$ cat src/rtl/fifo_rd_pkg.sv
`default_nettype none
// ----------------------------------------------------------------------------
// fifo_rd_pkg : shared types, defaults and width helper for fifo_rd_packer
// Revision    : 1.0
// ----------------------------------------------------------------------------
package fifo_rd_pkg;

  localparam int DEF_DATA_WIDTH = 8;
  localparam int DEF_PACK_RATIO = 4;
  localparam int DEF_TIMEOUT    = 16;

  typedef enum logic [0:0] {
    ST_FILL = 1'b0,
    ST_HOLD = 1'b1
  } state_e;

  // Bits needed to count 0..value-1, never less than one.
  function automatic int clogb2(input int value);
    int w;
    w = 1;
    while ((1 << w) < value) begin
      w = w + 1;
    end
    return w;
  endfunction

endpackage
`default_nettype wire

$ cat src/rtl/fifo_rd_idle_timer.sv
`default_nettype none
// ----------------------------------------------------------------------------
// fifo_rd_idle_timer : saturating idle counter, expire high at TIMEOUT-1
// Revision           : 1.0
// ----------------------------------------------------------------------------
module fifo_rd_idle_timer
  import fifo_rd_pkg::*;
#(
  parameter int TIMEOUT = DEF_TIMEOUT
) (
  input  logic clk_i,
  input  logic rst_ni,
  input  logic clr_i,
  input  logic en_i,
  output logic expire_o
);

  localparam int            CW    = clogb2(TIMEOUT);
  localparam logic [CW-1:0] LIMIT = CW'(TIMEOUT - 1);

  logic [CW-1:0] cnt_q, cnt_d;

  always_comb begin
    cnt_d = cnt_q;
    if (clr_i) begin
      cnt_d = '0;
    end else if (en_i && (cnt_q != LIMIT)) begin
      cnt_d = cnt_q + CW'(1);
    end
  end

  always_ff @(posedge clk_i or negedge rst_ni) begin
    if (!rst_ni) begin
      cnt_q <= '0;
    end else begin
      cnt_q <= cnt_d;
    end
  end

  assign expire_o = (cnt_q == LIMIT);

endmodule
`default_nettype wire

$ cat src/rtl/fifo_rd_packer.sv
`default_nettype none
// ----------------------------------------------------------------------------
// fifo_rd_packer : packs FIFO read entries into wide words on a valid/ready
//                  stream, flushing partial words after an idle timeout
// Revision       : 1.0
// ----------------------------------------------------------------------------
module fifo_rd_packer
  import fifo_rd_pkg::*;
#(
  parameter int DATA_WIDTH = DEF_DATA_WIDTH,
  parameter int PACK_RATIO = DEF_PACK_RATIO,
  parameter int TIMEOUT    = DEF_TIMEOUT
) (
  input  logic                             rd_clk_i,
  input  logic                             rst_ni,
  input  logic                             fifo_empty_i,
  output logic                             fifo_rd_en_o,
  input  logic [DATA_WIDTH-1:0]            fifo_dout_i,
  input  logic                             fifo_valid_i,
  output logic                             m_valid_o,
  input  logic                             m_ready_i,
  output logic [DATA_WIDTH*PACK_RATIO-1:0] m_data_o,
  output logic [PACK_RATIO-1:0]            m_keep_o
);

  localparam int            FW        = clogb2(PACK_RATIO + 1);
  localparam logic [FW-1:0] FILL_MAX  = FW'(PACK_RATIO);
  localparam logic [FW-1:0] FILL_LAST = FW'(PACK_RATIO - 1);

  state_e                                state_q, state_d;
  logic [FW-1:0]                         fill_q, fill_d, fill_cnt;
  logic                                  inflight_q;
  logic [PACK_RATIO-1:0][DATA_WIDTH-1:0] lanes_q, lanes_d, lanes_wr;
  logic                                  m_valid_q, m_valid_d;
  logic [DATA_WIDTH*PACK_RATIO-1:0]      m_data_q, m_data_d;
  logic [PACK_RATIO-1:0]                 m_keep_q, m_keep_d;

  logic out_free, capture, last_lane, load_full, to_hold, hold_xfer;
  logic idle_en, idle_clr, expire, flush, load, rd_en;

  assign out_free  = !m_valid_q || m_ready_i;
  assign capture   = fifo_valid_i && (state_q == ST_FILL);
  assign last_lane = capture && (fill_q == FILL_LAST);
  assign load_full = last_lane && out_free;
  assign to_hold   = last_lane && !out_free;
  assign hold_xfer = (state_q == ST_HOLD) && out_free;
  assign idle_en   = (state_q == ST_FILL) && (fill_q != '0) && !fifo_valid_i && !inflight_q;
  assign flush     = idle_en && expire && out_free;
  assign load      = load_full || hold_xfer || flush;
  assign idle_clr  = !idle_en || flush;

  fifo_rd_idle_timer #(
    .TIMEOUT (TIMEOUT)
  ) u_idle_timer (
    .clk_i    (rd_clk_i),
    .rst_ni   (rst_ni),
    .clr_i    (idle_clr),
    .en_i     (idle_en),
    .expire_o (expire)
  );

  always_ff @(posedge rd_clk_i or negedge rst_ni) begin
    if (!rst_ni) begin
      state_q <= ST_FILL;
    end else begin
      state_q <= state_d;
    end
  end

  always_comb begin
    state_d = state_q;
    case (state_q)
      ST_FILL: if (to_hold)   state_d = ST_HOLD;
      ST_HOLD: if (hold_xfer) state_d = ST_FILL;
      default:                state_d = ST_FILL;
    endcase
  end

  always_comb begin
    lanes_wr = lanes_q;
    for (int i = 0; i < PACK_RATIO; i++) begin
      if (capture && (fill_q == FW'(i))) begin
        lanes_wr[i] = fifo_dout_i;
      end
    end
    fill_cnt  = capture ? (fill_q + FW'(1)) : fill_q;
    fill_d    = load ? '0 : fill_cnt;
    // Emptied lanes return to zero so a flushed word carries zeros above fill.
    lanes_d   = load ? '0 : lanes_wr;
    m_valid_d = load || (m_valid_q && !m_ready_i);
    m_data_d  = load ? lanes_wr : m_data_q;
    m_keep_d  = m_keep_q;
    if (load) begin
      for (int i = 0; i < PACK_RATIO; i++) begin
        m_keep_d[i] = (FW'(i) < fill_cnt);
      end
    end
    // fill_d already counts this cycle's capture, so a pop issued now has a lane.
    rd_en = !fifo_empty_i && (state_d == ST_FILL) && (fill_d < FILL_MAX);
  end

  always_ff @(posedge rd_clk_i or negedge rst_ni) begin
    if (!rst_ni) begin
      fill_q     <= '0;
      inflight_q <= 1'b0;
      lanes_q    <= '0;
      m_valid_q  <= 1'b0;
      m_data_q   <= '0;
      m_keep_q   <= '0;
    end else begin
      fill_q     <= fill_d;
      inflight_q <= rd_en;
      lanes_q    <= lanes_d;
      m_valid_q  <= m_valid_d;
      m_data_q   <= m_data_d;
      m_keep_q   <= m_keep_d;
    end
  end

  assign fifo_rd_en_o = rd_en;
  assign m_valid_o    = m_valid_q;
  assign m_data_o     = m_data_q;
  assign m_keep_o     = m_keep_q;

endmodule
`default_nettype wire
$ cat config.mk
export PLATFORM = sky130hd
export DESIGN_NAME = fifo_rd_packer
export DESIGN_NICKNAME = d
export VERILOG_FILES = /design/src/rtl/fifo_rd_pkg.sv /design/src/rtl/fifo_rd_idle_timer.sv /design/src/rtl/fifo_rd_packer.sv
export SDC_FILE = /design/constraint.sdc
export NUM_CORES = 1
export LEC_CHECK = 0
export BUFFER_PORTS_ARGS = -buffer_cell sky130_fd_sc_hd__buf_2
export CORE_UTILIZATION = 55
export CTS_BUF_LIST = sky130_fd_sc_hd__clkbuf_16
export DETAILED_ROUTE_END_ITERATION = 8
export GPL_ROUTABILITY_DRIVEN = 1
export GPL_TIMING_DRIVEN = 0
export PLACE_DENSITY = 0.82
export SETUP_SLACK_MARGIN = 0.1
export SLEW_MARGIN = 5
export SYNTH_ARGS = -nofsm -noshare
export SYNTH_HDL_FRONTEND = slang
export SYNTH_SLANG_ARGS = --single-unit
$ cat constraint.sdc
create_clock -name rd_clk_i -period 4.6 [get_ports rd_clk_i]
set_input_delay 0.46 -clock rd_clk_i [delete_from_list [all_inputs] [get_ports rd_clk_i]]
set_output_delay 0.46 -clock rd_clk_i [all_outputs]
set_load 0.02 [all_outputs]
==> results of run 1 <==
[cells in the mapped netlist (2+ instances only)]
master / instances / share of area, %
dfrtp_1: 78 / 60
nor2_1: 39 / 4.5
o21ai_0: 38 / 5.9
mux2i_1: 33 / 10
o21ai_1: 29 / 4.5
buf_2: 7 / 1.1
clkbuf_1: 7 / 0.81
nand2_1: 7 / 0.81
ha_1: 6 / 2.3
a21oi_1: 5 / 0.77
buf_6: 4 / 1.4
inv_1: 4 / 0.46
mux2_2: 3 / 1.0
nor2b_1: 3 / 0.58
nor3_1: 3 / 0.46
a211oi_1: 2 / 0.46
and2_1: 2 / 0.39
and3_1: 2 / 0.39
nand2b_1: 2 / 0.39
xnor2_1: 2 / 0.54
[sequential cells by signal (all words and copies together), names as in the netlist]
signal	count
state_q	1
m_keep_o	4
lanes_q	32
m_data_o	32
inflight_q	1
m_valid_o	1
u_idle_timer.cnt_q	4
fill_q	3
[report_power, final]
group / internal (uW) / total [uW] / switching (uW)
Combinational: 343 / 958 / 615
Clock: 578 / 847 / 269
Sequential: 956 / 1080 / 126
Total: 1880 / 2890 / 1010
[cell families (layout without fill, tap and decap cells)]
group                      after synthesis  count (layout)  share of synthesized area [%]
AOI/OAI and AO/OA                       77              77                           12.7
DFF                                     78              78                           60.4
adders and majority gates                6               6                           2.32
and+or+nand+nor                         64              64                           9.02
xor gates and xnor gates                 2               2                          0.542
muxes                                   36              36                           11.3
buffers and inverters                   22              88                           3.76
[worst min-delay path by stage]
| stage | start | depth (start not counted) | to |
|---|---|---|---|
| 4_1_cts | rst_ni | 1 | m_data_o[10] |
| 2_1_floorplan | rst_ni | 0 | fill_q[0] |
| 3_3_place_gp | m_keep_o[0] | 1 | m_keep_o[0] |
| 3_5_place_dp | rst_ni | 1 | m_data_o[9] |
| 5_1_grt | rst_ni | 1 | m_data_o[10] |
| 6_report | rst_ni | 1 | m_data_o[9] |
[layout make-up]
cell class,instances,area [um^2],share of cell area (%)
Buffer,18,106,2.69
Inverter,4,15.0,0.380
Clock inverter,6,128,3.23
Multi-Input combinational cell,185,1160,29.4
Sequential cell,78,1950,49.4
Timing Repair Buffer,51,273,6.91
Tap cell,72,90.1,2.28
Clock buffer,9,225,5.71
[through the flow]
stage	setup WS (ps)	hold slack (ps)	util (%)	total power, uW
global route	1440	144	70.8	3050
detailed placement	1920	463	64.5	2040
global placement	2040	486	64.1	1980
finish	1570	97.1	70.8	2890
CTS	1550	112	70.8	2890
floorplan	2000	164	-	1720
[worst max-delay path: cells and delay by family (launching register included)]
family	cells	cell delay, ps
AND/OR/NAND/NOR	2	400
AO/OA/AOI/OAI	2	690
adder cells (fa/ha/maj)	1	210
flip-flops	1	450
buffers and inverters	3	470
[layer usage]
metal  routed length, um  track usage (%)  up-vias
met5                   0                0        -
met4                 129             11.3        0
met3                 499             6.51       12
met2                3630             43.6       94
met1                3170             34.5     1195
li1                    -                -     1107
==> impl_metrics.ini, run 1 <==
[status]
status = completed

[placement]
globalplace.congestion = 0.895
hpwlAfterDp_mm = 4.91
dp.cells = 408
dpl_cell_area_mm2 = 0.00359
numPortBuffers = 50

[layout]
layout_commonest_cell = dfrtp_1
layout.cells.non_filler = 423
area_growth_pct = 22.1
antenna_cells = 0
final_cell_mix = 78 x dfrtp_1, 56 x buf_2, 39 x nor2_1
final_layout_size_suffix_gt1_share_pct = 23.1
fillers = 391
finish.instance_area_mm2 = 0.00395
num-nets-final = 366

[critical_path]
path_max_fanout = 9
rr_worst_depth = 8
required_ps = 4140
arrival_ps = 2570
max_stage_delay_ps = 450
worst_r2r_endpoint = m_data_o[10]
path_cells = inv_1 > ha_1 > nor2b_1 > o41a_4 > or2_1 > buf_6 > a211oi_1 > buf_2
critPathCapture = fifo_rd_en_o
rrSetupSlack_ps = 2460
critPathSlowestCell = dfrtp_1
worstSetupStartpoint = fill_q[0]
critPathKind = flip-flop to output pin
cp-start-kind = flip-flop
worstReg2RegStart = fill_q[0]
end_kind = output pin

[cts]
post-cts-setup-buffers = 0
cts_made_buffers = 9
root_buffer = clkbuf_16
clk_latency_ps = 330
holdBufCountCts = 0
cts_tree = built
cts_sinks = 78
clk_pin_slew_ps = 60
clockBufferDepth = 2
ctsHtreeMaxLevel = 3
cts_resized = 0

[sta]
timing.final.max_slew_violations = 0
finalCritPeriodShare_pct = 65.9
final-hold-violation-count = 0
tns_ps = 0
finalSetupViolCount = 0
rsz0062_at_grt = no
max_freq_ghz = 0.330
fin_worst_skew_ps = 4.72
slew_headroom_pct = 66.3
worst_pin_slew_ps = 506
period_minus_slack_ps = 3030

[die]
dieArea_mm2 = 0.00619
chipHeight_um = 78.7
chipWidth_um = 78.7
num_rows = 27
core_area_mm2 = 0.00557
io_pins = 51
start_util_pct = 58.0

[synthesis]
syn_nets = 304
yosys_warnings = 0
synth.distinct_cells = 29
ys_seq_elements = 78
synth_flop_cell = dfrtp_1
ys_async_sr_fraction_pct = 100
synth_edf_count = 0
avgSynthCellArea_um2 = 11.3
synth_cells = 285
syn-cell-area_mm2 = 0.00323
seq_area_frac_synth_pct = 60.4

[grt]
antenna_found_initial = 0
grt_max_degree = 41
grt_pass1_wl_mm = 12.3
grt_pass1_vias = 2436
gr-total-overflow = 0
grt_use_total_pct = 26.9

[detailed_routing]
wl_mm = 7.43
drt_pass1_iterations = 4
routed_via_density = 5.69
antenna_left = 0
wire_per_inst_um = 17.6
drt_iter0_drc = 138
route.vias.total = 2408
drcViolationCount = 0

[power]
powerDensity_mw_per_mm2 = 731
leakage_uw = 0.00195
irDropWorstVdd_uv = 419

[run]
maxCapViolations = 0

[min_path]
hold_class = input port to asynchronous set/reset pin
Power figures use the tool's default switching activity.
==> inputs of run 2 (changes only) <==
==> constraint.sdc (replaced) <==
create_clock -name rd_clk_i -period 3.1 [get_ports rd_clk_i]
set_input_delay 0.31 -clock rd_clk_i [delete_from_list [all_inputs] [get_ports rd_clk_i]]
set_output_delay 0.31 -clock rd_clk_i [all_outputs]
set_load 0.02 [all_outputs]
==> run 2 against run 1 <==
Net effect:
- sequential cell count did not move
- highest routed layer unchanged
- sequential power is 49% higher
- clock-buffer cell count did not move
- register-to-register slack lost 1500 ps
- first-iteration DRC count is 1.4% lower
- die area did not move
==> impl_metrics.ini, run 2 (synthesized netlist as in run 1, its figures left out) <==
[critical_path]
arrival_ps = 2520
max_stage_delay_ps = 440
end_kind = output pin
path_buf_inv = 3
path_cells = inv_1 > ha_1 > nor2b_1 > o41a_4 > or2_1 > buf_6 > a211oi_1 > buf_2
rrSetupSlack_ps = 1010
rr_worst_depth = 8
path_max_fanout = 9
critPathKind = flip-flop to output pin
required_ps = 2790
crit_cells = 8
cp-start-kind = flip-flop
critPathSlowestCell = dfrtp_1
cp_top_family = compound AO/OA/AOI/OAI gates

[die]
dieArea_mm2 = 0.00619
core_area_mm2 = 0.00557
start_util_pct = 58.0
chipWidth_um = 78.7
io_pins = 51
num_rows = 27
chipHeight_um = 78.7

[grt]
antenna_found_initial = 0
grt_use_total_pct = 26.9
gr-total-overflow = 0
grt_max_degree = 41
grt_pass1_wl_mm = 12.3
grt_pass1_vias = 2442

[layout]
fillers = 394
antenna_cells = 0
finish.instance_area_mm2 = 0.00396
multi_input_area_mm2 = 0.00116
final_layout_size_suffix_gt1_share_pct = 23.3
num-nets-final = 367
final_cell_mix = 77 x dfrtp_1, 56 x buf_2, 39 x nor2_1
layout_commonest_cell = dfrtp_1
area_growth_pct = 22.5
layout.cells.non_filler = 424
fin_util_pct = 71.0
ff_latch_area_mm2 = 0.00195

[sta]
timing.final.max_slew_violations = 0
tns_ps = 0
period_minus_slack_ps = 2830
fin_worst_skew_ps = 5.25
worst_pin_slew_ps = 504
slew_headroom_pct = 66.4
final-hold-violation-count = 0
finalCritPeriodShare_pct = 91.4
finalSetupViolCount = 0
max_freq_ghz = 0.353
rsz0062_at_grt = no

[cts]
clk_latency_ps = 330
post-cts-setup-buffers = 0
cts_tree = built
cts_sinks = 78
root_buffer = clkbuf_16
clockBufferDepth = 2
clk_pin_slew_ps = 60
cts_made_buffers = 9
ctsHtreeMaxLevel = 3

[min_path]
min_path_cells = 2
hold_class = input port to flip-flop

[detailed_routing]
wire_per_inst_um = 17.5
drt_pass1_iterations = 4
drt_iter0_drc = 136
route.vias.total = 2417
antenna_left = 0
routed_via_density = 5.70
drcViolationCount = 0
wl_mm = 7.43

[placement]
hpwlAfterDp_mm = 4.91
globalplace.congestion = 0.895
numPortBuffers = 50
dpl_cell_area_mm2 = 0.00359
dp.cells = 408

[power]
irDropWorstVdd_uv = 622
powerDensity_mw_per_mm2 = 1080
leakage_uw = 0.00196
total_power_uw = 4280

[status]
status = completed

[run]
maxCapViolations = 0
-- run 2: cell count changes in the layout (fill, tap and decap cells not counted) --
cell           change
dfrtp_1            -1
dfrtp_2            +1
dlygate4sd3_1      +1
-- run 2: stage by stage --
step	hold slack (ps)	setup slack [ps]
2_1_floorplan	14.4	651
3_3_place_gp	475	688
3_5_place_dp	313	566
4_1_cts	147	202
5_1_grt	151	127
6_report	158	265
-- run 2: layout make-up --
| class | instances | share of cell area (%) |
|---|---|---|
| Sequential cell | 78 | 49.3 |
| Multi-Input combinational cell | 185 | 29.3 |
| Timing Repair Buffer | 52 | 7.14 |
| Clock buffer | 9 | 5.69 |
| Clock inverter | 6 | 3.22 |
| Buffer | 18 | 2.69 |
| Tap cell | 72 | 2.28 |
| Inverter | 4 | 0.379 |
-- run 2: final timing paths --
kind                                   start      endpoint
worst min-delay path            fifo_empty_i    inflight_q
worst min register to register   m_keep_o[3]   m_keep_o[3]
min in group asynchronous             rst_ni   lanes_q[14]
worst max-delay path               fill_q[1]  fifo_rd_en_o
max in group asynchronous             rst_ni     fill_q[0]
worst max register to register     fill_q[1]  m_data_o[10]
-- run 2: power breakdown --
part	internal (uW)	switching [uW]
Combinational	510	910
Sequential	1420	186
Clock	858	394
-- run 2: timing repair --
action | CTS | global route
endpoints found under the setup margin | 0 | 1
hold endpoints to repair | 38 | 0
gates resized for setup | 0 | 1
hold buffers | 1 | 0
-- run 2: metal layers --
layer,vias to the layer above,track usage (%),part of all wire [%]
li1,1111,-,-
met1,1211,34.5,43
met2,83,43.7,50
met3,12,6.51,5.7
met4,0,11.3,1.8
met5,-,0,0
